===== config.mk =====
export PLATFORM = sky130hd
export DESIGN_NAME = conv_tile_scheduler_flat
export DESIGN_NICKNAME = d
export VERILOG_FILES = /design/src/rtl/conv_tile_scheduler_if.sv /design/src/rtl/conv_tile_scheduler.sv /design/src/flat_wrapper.sv
export SDC_FILE = /design/constraint.sdc
export NUM_CORES = 1
export LEC_CHECK = 0
export BUFFER_PORTS_ARGS = -buffer_cell sky130_fd_sc_hd__buf_2
export CAP_MARGIN = 0
export CORE_UTILIZATION = 40
export DETAILED_ROUTE_END_ITERATION = 7
export MAX_ROUTING_LAYER = met4
export PLACE_DENSITY = 0.6
export SLEW_MARGIN = 20
export SYNTH_ARGS = -nofsm -noshare
export SYNTH_HDL_FRONTEND = slang
export SYNTH_SLANG_ARGS = --single-unit

===== constraint.sdc =====
create_clock -name clk -period 8.8 [get_ports clk]
set_input_delay 1.32 -clock clk [delete_from_list [all_inputs] [get_ports clk]]
set_output_delay 1.32 -clock clk [all_outputs]
set_load 0.02 [all_outputs]

===== src/rtl/conv_tile_scheduler_if.sv =====
// Tile descriptor channel between the layer scheduler (master) and the PE array (slave).
interface conv_tile_scheduler_if #(
    parameter int WADDR_W = 12
);
    logic               tile_valid;
    logic               tile_ready;
    logic [7:0]         tile_x;
    logic [7:0]         tile_y;
    logic [3:0]         id_idx;
    logic [7:0]         od_idx;
    logic [WADDR_W-1:0] weight_addr;
    logic               acc_first;
    logic               acc_last;

    modport master (
        output tile_valid, tile_x, tile_y, id_idx, od_idx, weight_addr, acc_first, acc_last,
        input  tile_ready
    );

    modport slave (
        input  tile_valid, tile_x, tile_y, id_idx, od_idx, weight_addr, acc_first, acc_last,
        output tile_ready
    );
endinterface


===== src/rtl/conv_tile_scheduler.sv =====
// Layer sequencer: walks the id/tile_x/tile_y/od nest and issues one Winograd tile descriptor per transfer.
// Optional macro SCHED_PERF_CNT_EN enables the saturating tile_valid stall counter on stall_cnt.
module conv_tile_scheduler #(
    parameter int WADDR_W   = 12,
    parameter int DRAIN_CYC = 8
) (
    input  logic                  clk,
    input  logic                  reset,
    input  logic                  start,
    input  logic [3:0]            total_id,
    input  logic [7:0]            total_od,
    input  logic [8:0]            total_width,
    input  logic [8:0]            total_height,
    input  logic                  total_size_type,
    conv_tile_scheduler_if.master tile,
    output logic                  busy,
    output logic                  conv_completed,
    output logic [15:0]           stall_cnt
);
    typedef enum logic [1:0] {IDLE, ISSUE, DRAIN, DONE} state_t;

    state_t             state_q, state_d;
    logic [3:0]         id_q, id_d, id_max_q, id_max_d, tid_q, tid_d;
    logic [7:0]         x_q, x_d, x_max_q, x_max_d;
    logic [7:0]         y_q, y_d, y_max_q, y_max_d;
    logic [7:0]         od_q, od_d, od_max_q, od_max_d;
    logic [7:0]         drain_q, drain_d;
    logic [WADDR_W-1:0] w_base_q, w_base_d;

    logic [8:0] out_w, out_h;
    logic [9:0] sum_w, sum_h;
    logic [7:0] tiles_x, tiles_y;
    logic       degen;
    logic       last_id, last_x, last_y, last_od;

    // ceil(out/m) as (out + m - 1) >> log2(m); the 10-bit sum avoids overflow at W=511
    always_comb begin
        out_w   = total_width  - 9'd2;
        out_h   = total_height - 9'd2;
        sum_w   = {1'b0, out_w} + (total_size_type ? 10'd3 : 10'd1);
        sum_h   = {1'b0, out_h} + (total_size_type ? 10'd3 : 10'd1);
        tiles_x = total_size_type ? 8'(sum_w >> 2) : 8'(sum_w >> 1);
        tiles_y = total_size_type ? 8'(sum_h >> 2) : 8'(sum_h >> 1);
        degen   = (total_id == 4'd0) || (total_od == 8'd0) ||
                  (total_width < 9'd3) || (total_height < 9'd3);
    end

    assign last_id = (id_q == id_max_q);
    assign last_x  = (x_q  == x_max_q);
    assign last_y  = (y_q  == y_max_q);
    assign last_od = (od_q == od_max_q);

    always_comb begin
        state_d  = state_q;
        id_d     = id_q;
        x_d      = x_q;
        y_d      = y_q;
        od_d     = od_q;
        w_base_d = w_base_q;
        tid_d    = tid_q;
        id_max_d = id_max_q;
        x_max_d  = x_max_q;
        y_max_d  = y_max_q;
        od_max_d = od_max_q;
        drain_d  = drain_q;
        unique case (state_q)
            IDLE: begin
                if (start) begin
                    tid_d    = total_id;
                    id_max_d = total_id - 4'd1;
                    x_max_d  = tiles_x - 8'd1;
                    y_max_d  = tiles_y - 8'd1;
                    od_max_d = total_od - 8'd1;
                    id_d     = '0;
                    x_d      = '0;
                    y_d      = '0;
                    od_d     = '0;
                    w_base_d = '0;
                    state_d  = degen ? DONE : ISSUE;
                end
            end
            ISSUE: begin
                // every index wraps to 0 on the final transfer, so IDLE sees a cleared descriptor
                if (tile.tile_ready) begin
                    if (!last_id) begin
                        id_d = id_q + 4'd1;
                    end else begin
                        id_d = '0;
                        if (!last_x) begin
                            x_d = x_q + 8'd1;
                        end else begin
                            x_d = '0;
                            if (!last_y) begin
                                y_d = y_q + 8'd1;
                            end else begin
                                y_d = '0;
                                if (!last_od) begin
                                    od_d     = od_q + 8'd1;
                                    w_base_d = w_base_q + WADDR_W'(tid_q);
                                end else begin
                                    od_d     = '0;
                                    w_base_d = '0;
                                    drain_d  = 8'(DRAIN_CYC - 1);
                                    state_d  = DRAIN;
                                end
                            end
                        end
                    end
                end
            end
            DRAIN: begin
                if (drain_q == 8'd0) state_d = DONE;
                else                 drain_d = drain_q - 8'd1;
            end
            DONE:    state_d = IDLE;
            default: state_d = IDLE;
        endcase
    end

    always_ff @(posedge clk) begin
        if (reset) begin
            state_q  <= IDLE;
            id_q     <= '0;
            x_q      <= '0;
            y_q      <= '0;
            od_q     <= '0;
            w_base_q <= '0;
            tid_q    <= '0;
            id_max_q <= '0;
            x_max_q  <= '0;
            y_max_q  <= '0;
            od_max_q <= '0;
            drain_q  <= '0;
        end else begin
            state_q  <= state_d;
            id_q     <= id_d;
            x_q      <= x_d;
            y_q      <= y_d;
            od_q     <= od_d;
            w_base_q <= w_base_d;
            tid_q    <= tid_d;
            id_max_q <= id_max_d;
            x_max_q  <= x_max_d;
            y_max_q  <= y_max_d;
            od_max_q <= od_max_d;
            drain_q  <= drain_d;
        end
    end

    assign tile.tile_valid  = (state_q == ISSUE);
    assign tile.tile_x      = x_q;
    assign tile.tile_y      = y_q;
    assign tile.id_idx      = id_q;
    assign tile.od_idx      = od_q;
    assign tile.weight_addr = w_base_q + WADDR_W'(id_q);
    assign tile.acc_first   = tile.tile_valid && (id_q == 4'd0);
    assign tile.acc_last    = tile.tile_valid && last_id;
    assign busy             = (state_q != IDLE);
    assign conv_completed   = (state_q == DONE);

`ifdef SCHED_PERF_CNT_EN
    logic [15:0] stall_q, stall_d;

    always_comb begin
        stall_d = stall_q;
        if (state_q == IDLE && start)
            stall_d = '0;
        else if (tile.tile_valid && !tile.tile_ready && stall_q != 16'hFFFF)
            stall_d = stall_q + 16'd1;
    end

    always_ff @(posedge clk) begin
        if (reset) stall_q <= '0;
        else       stall_q <= stall_d;
    end

    assign stall_cnt = stall_q;
`else
    assign stall_cnt = '0;
`endif
endmodule


===== src/flat_wrapper.sv =====
// flat-port wrapper written by rule: the top's interface ports become plain ports
module conv_tile_scheduler_flat 
#(
    parameter int WADDR_W   = 12,
    parameter int DRAIN_CYC = 8
)
  (clk, reset, start, total_id, total_od, total_width, total_height, total_size_type, busy, conv_completed, stall_cnt, tile_tile_valid, tile_tile_x, tile_tile_y, tile_id_idx, tile_od_idx, tile_weight_addr, tile_acc_first, tile_acc_last, tile_tile_ready);
  conv_tile_scheduler_if #(.WADDR_W(WADDR_W)) tile_i ();
  input  logic clk;
  input  logic reset;
  input  logic start;
  input  logic [3:0] total_id;
  input  logic [7:0] total_od;
  input  logic [8:0] total_width;
  input  logic [8:0] total_height;
  input  logic total_size_type;
  output logic busy;
  output logic conv_completed;
  output logic [15:0] stall_cnt;
  output wire logic [$bits(tile_i.tile_valid)-1:0] tile_tile_valid;
  output wire logic [$bits(tile_i.tile_x)-1:0] tile_tile_x;
  output wire logic [$bits(tile_i.tile_y)-1:0] tile_tile_y;
  output wire logic [$bits(tile_i.id_idx)-1:0] tile_id_idx;
  output wire logic [$bits(tile_i.od_idx)-1:0] tile_od_idx;
  output wire logic [$bits(tile_i.weight_addr)-1:0] tile_weight_addr;
  output wire logic [$bits(tile_i.acc_first)-1:0] tile_acc_first;
  output wire logic [$bits(tile_i.acc_last)-1:0] tile_acc_last;
  input wire logic [$bits(tile_i.tile_ready)-1:0] tile_tile_ready;
  assign tile_tile_valid = tile_i.tile_valid;
  assign tile_tile_x = tile_i.tile_x;
  assign tile_tile_y = tile_i.tile_y;
  assign tile_id_idx = tile_i.id_idx;
  assign tile_od_idx = tile_i.od_idx;
  assign tile_weight_addr = tile_i.weight_addr;
  assign tile_acc_first = tile_i.acc_first;
  assign tile_acc_last = tile_i.acc_last;
  assign tile_i.tile_ready = tile_tile_ready;
  conv_tile_scheduler #(.WADDR_W(WADDR_W), .DRAIN_CYC(DRAIN_CYC)) u_core (.clk(clk), .reset(reset), .start(start), .total_id(total_id), .total_od(total_od), .total_width(total_width), .total_height(total_height), .total_size_type(total_size_type), .tile(tile_i), .busy(busy), .conv_completed(conv_completed), .stall_cnt(stall_cnt));
endmodule

==> flow_summary.toml, run 1 <==
[cts]
cts_tree = "yes"
clk_pin_slew_ns = 0.06
clock_sinks = 82
clock_tree.root_cell = "clkbuf_16"
cts.hold.buffers_added = 0
numCtsBuffers = 9
cts_setup_buffers = 0
clock_path_buffers = 2
htreeDepth = 3
cts_resized = 0
clkLatencyLatePin_ns = 0.33

[logic_synthesis]
synth_edf_count = 0
yosysSeqAreaShare_pct = 28.2
yosys.area_share.simple_pct = 25.0
synthXorXnorAreaFrac_pct = 15.5
synth_compound_area_share_pct = 15.1
syn_area_mm2 = 0.00582
yosys_most_used_dff = "dfxtp_1"
muxShareOfSynthArea_pct = 1.76
synth_top_family_by_area = "simple AND/OR/NAND/NOR gates"
avgSynthCellArea_um2 = 7.88
syn_inst = 738
ys_seq_elements = 82
yosys.area_share.adder_pct = 8.04
ys_async_sr_fraction_pct = 0
synth.distinct_cells = 68
ys_warn_count = 0

[floorplan]
die_h_um = 123
num_rows = 43
die_x_um = 123
core-area_mm2 = 0.0140
dieArea_mm2 = 0.0150
io_pins = 96
initial_core_util_pct = 41.4

[global_route]
grt_pass1_vias = 4668
track_usage_pct = 19.1
grt_max_degree = 54
grt_overflow = 0
antenna_found_initial = 0
grt_pass1_wl_um = 22500

[layout]
instances_no_fill = 986
postLayoutCellArea_mm2 = 0.00655
final_core_util_pct = 46.6
final_cell_mix = "nor2_1 (96), dfxtp_1 (82), buf_2 (79), nand2_1 (67), xnor2_1 (51)"
layout_commonest_cell = "nor2_1"
area_delta_synth_final_pct = 12.6
final_nets = 870
drive_above_1_share_pct = 13.7

[power]
ir_drop_mv = 0.109
clockPowerShare_pct = 24.8
power.density_mw_per_mm2 = 214
total_leakage_power_uw = 0.00277
fin_total_pwr_uw = 1400
seqPwrFrac_pct = 34.0
internal_power_uw = 824
comb_power_share_pct = 41.1
p_sw_share_pct = 41.2
p_sw_uw = 578

[worst_setup_path]
startpoint = "total_size_type"
crit_top_cell = "nor2_1"
timing.rr.end = "u_core.w_base_q[10]"
path_buf_inv = 2
cp.required_ns = 9.02
cpPeakStageDelay_ns = 0.51
critical_path.max_fanout = 32
reg2reg_from = "u_core.tile.id_idx[2]"
cp_cell_sequence = "buf_2, inv_1, fa_1, nor2_1, nand2_1, xnor2_1, nand3_1, nor2_1, nand4b_1, or3b_1, a32o_1"
cpLargestDelayFamily = "simple AND/OR/NAND/NOR gates"
crit_path_start_kind = "input port"
r2r_cells = 8
criticalPathCategory = "input port to flop"
arrival_ns = 4.48
rrSetupSlack_ns = 5.64
worst_path_max_delay_cell = "fa_1"
end_kind = "flop"

[place]
dp.cells = 969
place_area_mm2 = 0.00627
place_congestion = 0.832
portBuffers = 79
dp_hpwl_um = 10700

[min_path]
holdPathEnd = "u_core.drain_q[6]"
worst_hold_path_type = "flop to flop"
hold_depth = 2
hp-start = "u_core.drain_q[6]"

[detailed_routing]
drc = 0
firstDrtPassIters = 4
wl_per_cell_um = 13.8
via_count = 5142
ant_nets = 0
drtIter0Drc = 258
routed_wl_um = 13600
viasPerCell = 5.22

[timing]
grt_setup_unrepaired = "no"
max_slew.worst_pin.slew_ns = 0.975
finalSetupViolations = 0
slew_headroom_pct = 35.0
hold_viol_final = 0
setup_tns_ns = 0
slew_viol_final = 0
fin_crit_sh_pct = 48.5
max_freq_ghz = 0.235
clock-skew-final_ns = 0.00807
final.min_clock_period_ns = 4.26

[run_status]
outcome = "finished, final reports clean"

[job]
maxCapViolations = 0
worst register-to-register path, stage by stage (launching register included):
cell and delay (ns):
dfxtp_1 0.48, xor2_1 0.11, nor4_1 0.74, o21ai_0 0.44, nor2_1 0.53, nand3_1 0.26
nor3_1 0.27, xnor2_1 0.17, nor2_1 0.05
registers in the layout (all words and copies together), names as in the netlist:
| signal | cells |
|---|---|
| u_core.drain_q | 8 |
| u_core.x_max_q | 8 |
| u_core.tile.tile_y | 8 |
| u_core.y_max_q | 8 |
| u_core.od_max_q | 8 |
| u_core.id_max_q | 4 |
| u_core.tid_q | 4 |
| u_core.tile.id_idx | 4 |
| u_core.tile.od_idx | 8 |
| u_core.state_q | 2 |
| u_core.tile.tile_x | 8 |
| u_core.w_base_q | 12 |
Yosys cell counts, types with 4 or more instances:
cell / n / area share (%)
xnor2_1: 51 / 7.7
ha_1: 31 / 6.7
a31oi_1: 4 / 0.43
xor2_1: 50 / 7.5
nor3_1: 24 / 2.1
a211oi_1: 18 / 2.3
a21oi_1: 43 / 3.7
buf_2: 4 / 0.34
nor2b_1: 8 / 0.86
or2_2: 4 / 0.43
nor4_1: 9 / 0.97
and3_1: 5 / 0.54
dfxtp_1: 82 / 28
a311oi_1: 6 / 0.90
buf_4: 16 / 2.1
nand2b_1: 13 / 1.4
clkbuf_1: 20 / 1.3
mux2i_1: 8 / 1.4
inv_1: 33 / 2.1
nor2_1: 96 / 6.2
o31ai_1: 4 / 0.52
and2_1: 9 / 0.97
a21o_1: 7 / 0.90
or3_1: 8 / 0.86
o21ai_0: 17 / 1.5
fa_1: 4 / 1.4
nand2_1: 67 / 4.3
nand4_1: 13 / 1.4
buf_1: 4 / 0.26
nand3_1: 26 / 2.2
power by group through the flow:
stage / clock, uW / combinational (uW) / sequential, uW
final: 348 / 577 / 477
after global routing: 375 / 649 / 486
after CTS: 356 / 578 / 477
after detailed placement: 0 / 574 / 485
after global placement: 0 / 564 / 483
after floorplan: 0 / 436 / 480
kinds of logic after synthesis:
family | count (synthesis)
multiplexers | 10
AND/OR/NAND/NOR | 300
adder cells (fa/ha/maj) | 35
XOR/XNOR | 102
AO/OA/AOI/OAI | 130
buffers and inverters | 78
other | 1
flip-flops | 82
worst max path at each step:
| stage | depth (start not counted) | slack, ns | to |
|---|---|---|---|
| detailed placement | 9 | 4.19 | u_core.y_max_q[6] |
| CTS | 9 | 4.53 | u_core.y_max_q[6] |
| finish | 11 | 4.54 | u_core.x_max_q[7] |
| floorplan | 10 | 5.07 | u_core.y_max_q[6] |
| global placement | 9 | 4.34 | u_core.y_max_q[6] |
| global route | 11 | 4.25 | u_core.x_max_q[7] |
layer usage:
layer	global-route usage (%)	part of all wire (%)	vias up
met2	29.0	44	102
met5	-	0	-
met4	6.33	1.5	0
li1	-	-	2648
met1	26.1	51	2374
met3	2.46	3.1	18
stage by stage:
| step | setup WS (ns) | hold WS [ns] |
|---|---|---|
| after floorplan | 5.07 | 0.432 |
| after global placement | 4.34 | 0.445 |
| after detailed placement | 4.19 | 0.446 |
| after CTS | 4.53 | 0.455 |
| after global routing | 4.25 | 0.470 |
| final | 4.54 | 0.455 |
cell type report:
class	count	area, um2
multi-input combinational	593	3870
timing repair buffer	81	410
clock buffer	9	225
antenna	1	2.50
tap	180	225
sequential	82	1640
clock inverter	7	53.8
inverter	33	124
fill	1358	7490
No activity file was read; power rests on OpenSTA's default activity.
==> run 2, diff against run 1 <==
==> constraint.sdc (replaced) <==
create_clock -name clk -period 4.23 [get_ports clk]
set_input_delay 0.6345 -clock clk [delete_from_list [all_inputs] [get_ports clk]]
set_output_delay 0.6345 -clock clk [all_outputs]
set_load 0.02 [all_outputs]
==> run 2 against run 1 <==
Hold slack improved by 0.0068 ns. First-iteration DRC count decreased by 14%. Total power increased by 120%. Final cell count increased by 0.61%. Core utilization increased by 0.81 points. Worst setup slack got worse by 3.4 ns. Global-route usage increased by 0.35 points. Clock skew increased by 0.0046 ns. Clock-buffer cell count increased by 1. Combinational power increased by 110%. Clock power increased to 2.6 times the previous value. Critical path type is now flop to output pin.
==> flow_summary.toml, run 2 (same netlist as run 1, synthesis figures left out) <==
[power]
power.density_mw_per_mm2 = 468
fin_total_pwr_uw = 3120
total_leakage_power_uw = 0.00283
ir_drop_mv = 0.210

[global_route]
busiest_layer = "met2"
gr-usage-met3_pct = 2.79
grt_max_degree = 54
grt_pass1_wl_um = 22900
gr-usage-met2_pct = 30.0
grt_pass1_vias = 4753
track_usage_pct = 19.5
antenna_found_initial = 2
grt_overflow = 0
grtUsageMet1_pct = 26.4

[detailed_routing]
drc = 0
ant_nets = 0
routed_wl_um = 13800
viasPerCell = 5.23
firstDrtPassIters = 5
wl_per_cell_um = 13.9
drtIter0Drc = 222
via_count = 5192

[cts]
numCtsBuffers = 9
clock_path_buffers = 2
clock_tree.root_cell = "clkbuf_16"
cts_setup_buffers = 0
cts.hold.buffers_added = 0
clk_pin_slew_ns = 0.06
clock_sinks = 82
clkLatencyLatePin_ns = 0.34
htreeDepth = 3
cts_tree = "yes"
cts_resized = 0

[place]
dp.cells = 974
place_area_mm2 = 0.00631
dp_hpwl_um = 10800
portBuffers = 79
place_congestion = 0.924

[run_status]
outcome = "finished, final reports clean"

[layout]
final_cell_mix = "nor2_1 (96), dfxtp_1 (82), buf_2 (79), nand2_1 (67), xnor2_1 (51)"
top_register = "u_core.w_base_q"
final_nets = 875
layout_commonest_cell = "nor2_1"
final_core_util_pct = 47.5
postLayoutCellArea_mm2 = 0.00666
largest_reg_flops = 12
instances_no_fill = 992
drive_above_1_share_pct = 14.2
area_delta_synth_final_pct = 14.5
fill_cells = 1419

[timing]
slew_headroom_pct = 34.3
max_slew.worst_pin.slew_ns = 0.986
grt_setup_unrepaired = "no"
final.min_clock_period_ns = 3.07
setup_tns_ns = 0
hold_viol_final = 0
clock-skew-final_ns = 0.0127
slew_viol_final = 0
fin_crit_sh_pct = 72.6
finalSetupViolations = 0
max_freq_ghz = 0.326

[floorplan]
dieArea_mm2 = 0.0150
initial_core_util_pct = 41.4
core-area_mm2 = 0.0140
num_rows = 43
die_x_um = 123
io_pins = 96
die_h_um = 123

[min_path]
worst_hold_path_type = "flop to flop"
hp-start = "u_core.tid_q[0]"

[worst_setup_path]
reg2reg_from = "u_core.state_q[1]"
cp.required_ns = 3.60
crit_path_start_kind = "flop"
end_kind = "output pin"
criticalPathCategory = "flop to output pin"
critical_path.max_fanout = 7
startpoint = "u_core.tile.id_idx[0]"
arrival_ns = 2.44

[job]
maxCapViolations = 0
## run 2: path summary, 6_finish.rpt
kind	to	slack, ns	cells after the start
setup / recovery	tile_weight_addr[8]	1.16	10
hold / removal	u_core.tid_q[0]	0.46	2
setup reg to reg	u_core.w_base_q[10]	1.24	10
hold reg to reg	u_core.tid_q[0]	0.46	2
## run 2: where the power goes
group          switching, uW  leakage, uW  internal (uW)
Sequential               106     0.000668            886
Combinational            770      0.00199            447
Clock                    316     0.000165            594
## run 2: layout make-up
| cell class | instances | area [um2] | area share [%] |
|---|---|---|---|
| multi-input cells | 593 | 3870 | 58.0 |
| flip-flops and latches | 82 | 1640 | 24.6 |
| repair buffers | 86 | 448 | 6.72 |
| clock buffers | 10 | 239 | 3.59 |
| well taps | 180 | 225 | 3.38 |
| inverters | 33 | 124 | 1.86 |
| clock inverters | 6 | 114 | 1.71 |
| diodes | 2 | 5.00 | 0.0751 |
## run 2: metal layers
metal | vias to the layer above | wire (um)
met5 | - | 0
met2 | 107 | 6240
li1 | 2671 | -
met1 | 2404 | 6880
met3 | 10 | 522
met4 | 0 | 144
## run 2: stage by stage
step | setup WS, ns | hold slack, ns
floorplan | 1.18 | 0.432
global placement | 0.941 | 0.444
detailed placement | 0.848 | 0.456
CTS | 1.11 | 0.464
global route | 0.863 | 0.492
finish | 1.16 | 0.462
## run 2: critical path, cell delays in order (launching register included)
cell and delay [ns]:
dfxtp_1 0.48, ha_1 0.23, inv_1 0.06, fa_1 0.39, nor2b_1 0.12, o21ai_0 0.09
nand2b_1 0.10, and2_1 0.19, nand4_1 0.13, xnor2_1 0.14, buf_2 0.17
==> run 3, diff against run 2 <==
==> constraint.sdc (replaced) <==
create_clock -name clk -period 3 [get_ports clk]
set_input_delay 0.45 -clock clk [delete_from_list [all_inputs] [get_ports clk]]
set_output_delay 0.45 -clock clk [all_outputs]
set_load 0.02 [all_outputs]
==> run 3 against run 2 <==
Worst setup slack got worse by 0.98 ns. Sequential power increased by 41%. Largest cell class unchanged. Hold slack got worse by 0.096 ns. Register-to-register slack got worse by 0.99 ns.
==> flow_summary.toml, run 3 (same netlist as run 1, synthesis figures left out) <==
[cts]
clock_tree.root_cell = "clkbuf_16"
clkLatencyLatePin_ns = 0.34
cts_tree = "yes"
numCtsBuffers = 9
htreeDepth = 3
clock_path_buffers = 2
clk_pin_slew_ns = 0.06
cts.hold.buffers_added = 0
clock_sinks = 82

[global_route]
grt_pass1_wl_um = 22700
antenna_found_initial = 0
grt_overflow = 0
track_usage_pct = 19.3
grtUsageMet1_pct = 26.4
grt_pass1_vias = 4745
gr-usage-met2_pct = 29.8
busiest_layer = "met2"
gr-usage-met3_pct = 2.70
grt_max_degree = 46

[floorplan]
dieArea_mm2 = 0.0150
num_rows = 43
die_x_um = 123
initial_core_util_pct = 41.4
die_h_um = 123
io_pins = 96
core-area_mm2 = 0.0140

[timing]
grt_setup_unrepaired = "no"
clock-skew-final_ns = 0.00772
max_slew.worst_pin.slew_ns = 0.614
final.min_clock_period_ns = 2.83
max_freq_ghz = 0.354
setup_tns_ns = 0
holdWs_ns = 0.366
finalSetupViolations = 0
fin_crit_sh_pct = 94.2
slew_headroom_pct = 58.7
slew_viol_final = 0
hold_viol_final = 0

[worst_setup_path]
criticalPathCategory = "flop to output pin"
cp.required_ns = 2.55
worst_path_max_delay_cell = "dfxtp_1"
critical_path.max_fanout = 5
arrival_ns = 2.38
crit_path_start_kind = "flop"
end_kind = "output pin"
cp_cell_sequence = "ha_1, a21o_1, a21oi_1, nor2b_1, o21ai_0, or2_2, nor2_1, xor2_1, buf_2"
cpPeakStageDelay_ns = 0.46

[power]
comb_power_share_pct = 40.8
internal_power_uw = 2800
ir_drop_mv = 0.351
seqPwrFrac_pct = 31.2
power.density_mw_per_mm2 = 656
p_sw_share_pct = 37.9
total_leakage_power_uw = 0.00295
p_sw_uw = 1700
clockPowerShare_pct = 28.0

[run_status]
outcome = "finished, final reports clean"

[detailed_routing]
via_count = 5245
drtIter0Drc = 272
ant_nets = 0
wl_per_cell_um = 13.5
viasPerCell = 5.16
drc = 0
routed_wl_um = 13700
firstDrtPassIters = 5

[min_path]
worst_hold_path_type = "input port to flop"

[layout]
area_delta_synth_final_pct = 17.8
final_cell_mix = "nor2_1 (96), dfxtp_1 (80), buf_2 (79), nand2_1 (67), xnor2_1 (51)"
antenna-diode-count = 0
top_register = "u_core.w_base_q"
largest_reg_flops = 12
drive_above_1_share_pct = 17.1
final_nets = 901
layout_commonest_cell = "nor2_1"
fill_cells = 1407

[job]
maxCapViolations = 0

[place]
portBuffers = 79
place_congestion = 0.860
dp_hpwl_um = 10900
run 3: layout make-up:
type / count / area, um2 / share of cell area [%]
well taps: 180 / 225 / 3.28
flip-flops and latches: 82 / 1650 / 24.0
clock inverters: 6 / 114 / 1.66
repair buffers: 112 / 643 / 9.38
clock buffers: 10 / 229 / 3.34
inverters: 33 / 124 / 1.81
multi-input cells: 593 / 3870 / 56.5
run 3: per-stage QoR:
step / worst slack, ns / cells / util [%] / cell area [um2] / power, uW
6_report: 0.175 / 1016 / 48.8 / 6860 / 4500
3_3_place_gp: 0.136 / 1000 / 46.3 / 6500 / 3190
2_1_floorplan: 0.139 / 753 / - / 5870 / 2690
4_1_cts: 0.0112 / 1016 / 48.7 / 6840 / 4510
5_1_grt: 0.0158 / 1016 / 48.8 / 6860 / 4820
3_5_place_dp: 0.0328 / 1000 / 46.3 / 6500 / 3240
run 3: final timing paths:
path,cells past startpoint,startpoint,end,slack [ns]
setup reg to reg,8,u_core.tile.tile_y[2],u_core.w_base_q[11],0.25
setup / recovery,9,u_core.w_base_q[1],tile_weight_addr[11],0.17
hold reg to reg,2,u_core.drain_q[6],u_core.drain_q[6],0.46
hold / removal,2,total_od[0],u_core.od_max_q[0],0.37
run 3: critical path: cells and delay by family (launching register included):
family | cells | cell delay (ns)
buffers and inverters | 1 | 0.18
XOR/XNOR | 1 | 0.13
AND/OR/NAND/NOR | 3 | 0.32
AO/OA/AOI/OAI | 3 | 0.67
flip-flops | 1 | 0.46
adder cells (fa/ha/maj) | 1 | 0.28
run 3: power by group through the flow:
stage	clock (uW)	sequential, uW	combinational, uW
after floorplan	0	1410	1280
after global placement	0	1420	1780
after detailed placement	0	1420	1810
after CTS	1290	1400	1830
after global routing	1330	1430	2060
final	1260	1400	1840
run 3: per-layer routing:
layer,wire length (um),part of all wire (%)
met1,6940,50
met2,6170,45
met3,532,3.9
met4,101,0.74
met5,0,0
run 3: timing repair:
item                       CTS  global route
setup buffers                0             0
setup endpoints to repair    0             7
gates resized for setup      0             4
